## config.mk

```make
export PLATFORM = sky130hd
export DESIGN_NAME = eda_regmax_ctrl
export DESIGN_NICKNAME = d
export VERILOG_FILES = /design/src/rtl/eda_regmax_ctrl.sv
export SDC_FILE = /design/constraint.sdc
export NUM_CORES = 1
export LEC_CHECK = 0
export CAP_MARGIN = 5
export CORE_UTILIZATION = 30
export DETAILED_ROUTE_END_ITERATION = 7
export HOLD_SLACK_MARGIN = 0.05
export PLACE_DENSITY_LB_ADDON = 0.05
export SLEW_MARGIN = 15
export SYNTH_ARGS = -nofsm -noshare
export SYNTH_HDL_FRONTEND = slang
export SYNTH_SLANG_ARGS = --single-unit
```

## constraint.sdc

```tcl
create_clock -name clk -period 2.3 [get_ports clk]
set_input_delay 0.575 -clock clk [delete_from_list [all_inputs] [get_ports clk]]
set_output_delay 0.575 -clock clk [all_outputs]
set_load 0.03 [all_outputs]
```

## src/rtl/eda_regmax_ctrl.sv

```systemverilog
// Frame-load / engine-handshake controller: streams an MxN pixel frame into the
// engine RAM, pulses start, waits for done with a timeout, and holds the result.
module eda_regmax_ctrl #(
   parameter int M              = 4,
   parameter int N              = 4,
   parameter int PIXEL_WIDTH    = 8,
   parameter int I_WIDTH        = 2,
   parameter int J_WIDTH        = 2,
   parameter int ADDR_WIDTH     = I_WIDTH + J_WIDTH,
   parameter int TIMEOUT_CYCLES = 64
) (
   input  logic                   clk,
   input  logic                   reset_n,
   input  logic                   s_valid,
   input  logic [PIXEL_WIDTH-1:0] s_pixel,
   output logic                   s_ready,
   input  logic                   abort,
   output logic [ADDR_WIDTH-1:0]  wr_addr,
   output logic [PIXEL_WIDTH-1:0] pixel_out,
   output logic                   write_en,
   output logic                   start,
   input  logic                   done,
   input  logic [M*N-1:0]         matrix_in,
   output logic                   res_valid,
   input  logic                   res_ready,
   output logic [M*N-1:0]         res_matrix,
   output logic                   busy,
   output logic                   timeout_err,
   output logic [2:0]             state_dbg
);

   localparam int WCW = (TIMEOUT_CYCLES > 1) ? $clog2(TIMEOUT_CYCLES) : 1;
   localparam logic [I_WIDTH-1:0] I_LAST  = I_WIDTH'(M - 1);
   localparam logic [J_WIDTH-1:0] J_LAST  = J_WIDTH'(N - 1);
   localparam logic [WCW-1:0]     WC_LAST = WCW'(TIMEOUT_CYCLES - 1);

   typedef enum logic [2:0] {LOAD, SETTLE, START, WAIT, RESULT} state_t;

   state_t                 state, state_n;
   logic [I_WIDTH-1:0]     i, i_n;
   logic [J_WIDTH-1:0]     j, j_n;
   logic                   settle_cnt, settle_cnt_n;
   logic [WCW-1:0]         wcnt, wcnt_n;
   logic                   done_q;
   logic [ADDR_WIDTH-1:0]  wr_addr_n;
   logic [PIXEL_WIDTH-1:0] pixel_out_n;
   logic                   write_en_n, start_n, res_valid_n, timeout_n, busy_n;
   logic [M*N-1:0]         res_matrix_n;
   logic                   accept, done_rise;

   // Both handshakes transfer on a cycle where valid && ready are high at the
   // clock edge; s_ready is the only combinational output (decoded from state).
   assign s_ready   = (state == LOAD);
   assign accept    = s_valid && s_ready;
   assign done_rise = done && !done_q;
   assign state_dbg = state;

   always_comb begin
      state_n      = state;
      i_n          = i;
      j_n          = j;
      settle_cnt_n = settle_cnt;
      wcnt_n       = wcnt;
      wr_addr_n    = wr_addr;
      pixel_out_n  = pixel_out;
      write_en_n   = 1'b0;
      start_n      = 1'b0;
      res_valid_n  = res_valid;
      res_matrix_n = res_matrix;
      timeout_n    = timeout_err;
      if (abort) begin
         state_n     = LOAD;
         i_n         = '0;
         j_n         = '0;
         res_valid_n = 1'b0;
      end else begin
         case (state)
            LOAD: begin
               if (accept) begin
                  write_en_n  = 1'b1;
                  wr_addr_n   = ADDR_WIDTH'({i, j});
                  pixel_out_n = s_pixel;
                  if (j == J_LAST) begin
                     j_n = '0;
                     if (i == I_LAST) begin
                        i_n          = '0;
                        state_n      = SETTLE;
                        settle_cnt_n = 1'b0;
                     end else begin
                        i_n = i + I_WIDTH'(1);
                     end
                  end else begin
                     j_n = j + J_WIDTH'(1);
                  end
               end
            end
            SETTLE: begin
               if (settle_cnt) begin
                  state_n = START;
                  start_n = 1'b1;
               end else begin
                  settle_cnt_n = 1'b1;
               end
            end
            START: begin
               state_n = WAIT;
               wcnt_n  = '0;
            end
            WAIT: begin
               // A done edge on the final counted cycle still wins over timeout.
               if (done_rise) begin
                  res_matrix_n = matrix_in;
                  res_valid_n  = 1'b1;
                  state_n      = RESULT;
               end else if (wcnt == WC_LAST) begin
                  timeout_n = 1'b1;
                  state_n   = LOAD;
               end else begin
                  wcnt_n = wcnt + WCW'(1);
               end
            end
            RESULT: begin
               if (res_valid && res_ready) begin
                  res_valid_n = 1'b0;
                  state_n     = LOAD;
               end
            end
            default: state_n = LOAD;
         endcase
      end
      busy_n = (state_n != LOAD) || (i_n != '0) || (j_n != '0);
   end

   always_ff @(posedge clk or negedge reset_n) begin
      if (!reset_n) begin
         state       <= LOAD;
         i           <= '0;
         j           <= '0;
         settle_cnt  <= 1'b0;
         wcnt        <= '0;
         done_q      <= 1'b0;
         wr_addr     <= '0;
         pixel_out   <= '0;
         write_en    <= 1'b0;
         start       <= 1'b0;
         res_valid   <= 1'b0;
         res_matrix  <= '0;
         busy        <= 1'b0;
         timeout_err <= 1'b0;
      end else begin
         state       <= state_n;
         i           <= i_n;
         j           <= j_n;
         settle_cnt  <= settle_cnt_n;
         wcnt        <= wcnt_n;
         done_q      <= done;
         wr_addr     <= wr_addr_n;
         pixel_out   <= pixel_out_n;
         write_en    <= write_en_n;
         start       <= start_n;
         res_valid   <= res_valid_n;
         res_matrix  <= res_matrix_n;
         busy        <= busy_n;
         timeout_err <= timeout_n;
      end
   end

endmodule

```

-- Word level (Yosys, flattened, before mapping)
Cells that the tools add are included.
- add/sub/neg operators: 3
- eq/ne operators: 14
- mux-type cells: 35
- bitwise gates (word level): 2
- reduce and logical (&&, ||, !) cells: 19
- operators with widths (operator ; number):
    3-bit 2-to-1 mux ; 8
    2-bit 2-to-1 mux ; 9
    3-bit one-hot mux with 5 select lines ; 1
    1-bit 2-to-1 mux ; 12
    6-bit 2-to-1 mux ; 2
    6-bit one-hot mux with 2 select lines ; 1
    3-bit AND reduction ; 3
    4-bit AND reduction ; 2
    2-bit nonzero test ; 4
    6-bit by 1-bit adder with 6-bit output (second input constant) ; 1
    3-bit by 2-bit == test with 1-bit output (second input constant) ; 2
    6-bit == test (second input constant) ; 1
    2-bit by 1-bit != test with 1-bit output (second input constant) ; 3
    3-bit != test (second input constant) ; 2
    3-bit nonzero test ; 2
    5-bit AND reduction ; 1
    2-bit by 1-bit adder with 2-bit output (second input constant) ; 2
    2-bit == test (second input constant) ; 2
    2-bit != test (second input constant) ; 2
    1-bit one-hot mux with 2 select lines ; 2
    3-bit by 1-bit == test with 1-bit output (second input constant) ; 1
    3-bit == test (second input constant) ; 1
    1-bit logical AND ; 3
    3-bit zero test ; 1
    other kinds (3) ; 5
- register bits: 48
- bits of input ports: 30
- output and inout port bits: 37
- word-level logic and storage cells: 87

-- Logic depth before layout (Yosys ltp)
- depth after elaboration: 9
- depth in mapped cells: 7
- gate-level depth less buffers: 6

-- Worst setup path after synthesis
OpenSTA, ideal clock, no wires.
- kind: register to register
- start: reg state[2] (netlist: state_dbg[2])
- end: reg res_matrix[0]
- library setup time: 0.127 ns
- data arrival time: 1.934 ns
- required time: 2.173 ns
- setup slack: 0.239 ns
- stages on the path, launching flop included: 8
- buffers on the path: 3
- clock period less this slack: 2.061 ns
- cells stage by stage: dfrtp_1 -> buf_2 -> nand3b_1 -> nor3b_1 -> nor2b_1 -> buf_2 -> buf_6 -> mux2_1
- word-level cells in the longest chain between the ends: 2
- RTL lines (element ; line ; text):
    start: declaration ; 39 ; state_t state, state_n;
    start signal: assignment ; 151 ; state <= state_n;
    3-bit by 2-bit == test with 1-bit output ; 77 ; case (state)
    3-bit AND reduction (no source line) ; n/a ;
    end signal: assignment ; 162 ; res_matrix <= res_matrix_n;
    end: declaration ; 26 ; output logic [M*N-1:0] res_matrix,
No other way between the ends.
A chain may end at the register's enable or synchronous reset.

-- Final worst setup path
- start: reg state[0] (netlist: state_dbg[0])
- end: out state_dbg[0]
- RTL lines (element ; line ; text):
    end: declaration ; 29 ; output logic [2:0] state_dbg
No word-level cell between the ends.

==> impl_metrics.csv <==
group,metric,value,unit
global_routing,grt_antenna_before_repair,0,
timing,slew_viol_final,0,
timing,hold_viol_final,0,
global_routing,grt_pass1_vias,1594,
placed_design,io_buffers,66,
timing,rsz0062_at_grt,"false",
route,vias_per_cell,4.82,
floorplanning,die_x,84.0,um
timing,setup_slack,0.152,ns
hold_path,hold_path_class,"in -> async",
power,p_switching,0.000442,W
cts,cts_made_buffers,5,
yosys,ys_ff_latch,48,
route,antenna_left,0,
global_routing,track_usage,13.4,%
outcome,outcome,"complete, but fails checks",
yosys,synthesis.area,0.00202,mm^2
timing,fmaxAchievable,0.466,GHz
power,power,0.00173,W
yosys,seq_area_frac_synth,59.5,%
floorplanning,coreArea,0.00642,mm^2
setup_path,critPathMaxFanout,5,
route,initialDrtViolationCount,56,
setup_path,critPathKind,"reg -> out",
power,irDropWorstVdd,0.309,mV
placed_design,placedCellCount,308,
floorplanning,dieArea,0.00706,mm^2
final_layout,antenna-diode-count,0,
timing,finalCriticalPeriod,2.15,ns
final_layout,final_cell_count_no_fill,316,
final_layout,layout_commonest_cell,"clkdlybuf4s50_1",
timing,worstMarginPinSlew,0.605,ns
timing,setup-tns-final,0,ns
run,drv_cap,0,
power,swShare,25.6,%
floorplanning,die_h,84.0,um
floorplanning,initial_core_util,31.4,%
cts,ctsHoldBuffers,0,
route,first_pass_iters,6,
final_layout,post-route-util,45.8,%
cts,post_cts_buffers,0,
yosys,postSynthCellCount,157,
timing,period_share,93.4,%
setup_path,arrival,1.57,ns
power,p_clk_share,29.6,%
cts,h-tree-depth,2,
global_routing,grt_start_max_net_pins,49,
cts,cts.path.max_buffers,2,
global_routing,grt_pass1_wl,7410,um
route,wirelength,4360,um
cts,clk_pin_slew,0.09,ns
placed_design,dp_slack,-0.0666,ns
route,drc,8,
final_layout,final_cell_mix,"clkdlybuf4s50_1, dfrtp_1, mux2_1, buf_4, nor2_1",
power,p_int,0.00129,W
placed_design,gp_congestion,0.712,
yosys,synth.avg_cell_area,12.9,um^2
yosys,synth_cell_types,37,
outcome,violations,"design-rule violations",
final_layout,syn2layout_area_growth,45.6,%
timing,skew,0.00566,ns
cts,cts_root_buffer,"clkbuf_8",
setup_path,start_kind,"register",
cts,worstSkewPairLatency,0.30,ns
yosys,syn_nets,190,
power,pwr-share-comb,17.6,%
final_layout,nets,271,
final_layout,drive_above_1_share,13.8,%
floorplanning,fp-row-count,29,
route,wl_per_cell,13.8,um
yosys,yosysWarnings,0,
route,route.vias.total,1523,
power,p_leak,1.33,nW
placed_design,post-dp-hpwl,3250,um
power,seq_power_share,52.8,%
timing,slew-limit-headroom,59.7,%
floorplanning,io_pins,67,
power,p_per_area,588,mW/mm^2
cts,cts_sinks,48,
global_routing,grt_overflow,0,
setup_path,required,1.73,ns
cts,cts_tree,"yes",
setup_path,cp-end-kind,"output port",
timing,setup_viol,0,
-- final timing paths --
kind	from	endpoint	slack, ns	depth (start not counted)
max	state_dbg[0]	state_dbg[0]	0.15	2
min in group clk	timeout_err	timeout_err	0.47	1
max in group asynchronous	reset_n	settle_cnt	1.52	2
max reg2reg	wcnt[0]	busy	0.31	6
min	reset_n	state_dbg[2]	0.38	2
min reg2reg	timeout_err	timeout_err	0.47	1
-- worst max-delay path: stages, from the launching register on --
cell	delay, ns
dfrtp_1	0.44
buf_4	0.17
clkdlybuf4s50_1	0.66
-- registers in the layout (all words and copies together), names as in the netlist, 2 cells and up --
| name | count |
|---|---|
| j | 2 |
| state_dbg | 3 |
| wcnt | 6 |
| i | 2 |
| res_matrix | 16 |
| wr_addr | 4 |
| pixel_out | 8 |
-- kinds of logic after synthesis --
logic type               count (synthesis)  share of synthesized area (%)
buffers and inverters                    6                           1.67
AND/OR/NAND/NOR                         50                           14.3
flip-flops                              48                           59.5
AO/OA/AOI/OAI                           18                           5.20
multiplexers                            30                           16.6
XOR/XNOR                                 2                          0.868
adder cells (fa/ha/maj)                  3                           1.86
-- area by class of cell --
class / count / area (um^2)
flip-flops and latches: 48 / 1200
clock buffers: 8 / 90.1
well taps: 77 / 96.3
inverters: 1 / 3.75
fillers: 592 / 3480
repair buffers: 79 / 764
multi-input cells: 103 / 785
-- metrics by stage --
stage	cell area, um^2	hold slack [ns]
after floorplan	2020	0.279
after global placement	2850	0.449
after detailed placement	2850	0.447
after CTS	2940	0.400
after global routing	2940	0.418
final	2940	0.375
-- power by group through the flow --
stage / Clock [W] / Combinational (W) / Sequential [W]
2_1_floorplan: 0 / 0.0000568 / 0.00101
3_3_place_gp: 0 / 0.000303 / 0.000928
3_5_place_dp: 0 / 0.000310 / 0.000931
4_1_cts: 0.000536 / 0.000311 / 0.000914
5_1_grt: 0.000578 / 0.000325 / 0.000920
6_report: 0.000512 / 0.000305 / 0.000913
-- Yosys cell counts --
master	number	share of area, %
a21oi_1	7	1.7
inv_1	1	0.19
mux2_1	19	11
buf_2	3	0.74
o21a_1	1	0.37
or4_1	1	0.37
nor3b_1	4	1.5
a21o_1	1	0.37
mux2i_1	2	0.99
o211ai_1	1	0.37
nor2b_1	3	0.93
or3_1	1	0.31
nand4_1	1	0.31
a31oi_1	1	0.31
o32ai_1	1	0.43
dfrtp_1	48	59
nand3b_1	1	0.37
mux2_2	9	5.0
nand3_1	8	2.0
ha_1	3	1.9
nand2_2	1	0.31
clkbuf_1	1	0.19
nor4b_4	1	1.2
buf_6	1	0.56
nor4b_1	1	0.43
nand2b_1	2	0.62
nand2_1	8	1.5
and3_1	2	0.62
xnor2_1	1	0.43
o31ai_1	1	0.37
nor3_1	3	0.74
nor3_2	1	0.50
or3b_2	1	0.43
nor2_1	10	1.9
xor2_1	1	0.43
o21ai_0	5	1.2
and2b_1	1	0.37
-- routing by layer --
layer	up-vias	global-route usage (%)	share of wire, %
met4	0	5.64	2.1
met2	55	22.7	49
met3	10	3.96	5.5
li1	719	-	-
met5	-	0	0
met1	739	15.9	43
-- timing repair --
action                                  CTS  global route
endpoints found under the hold margin     0             0
gates resized for setup                   1             0
endpoints found under the setup margin    1             0
No activity file was read; power rests on OpenSTA's default activity.
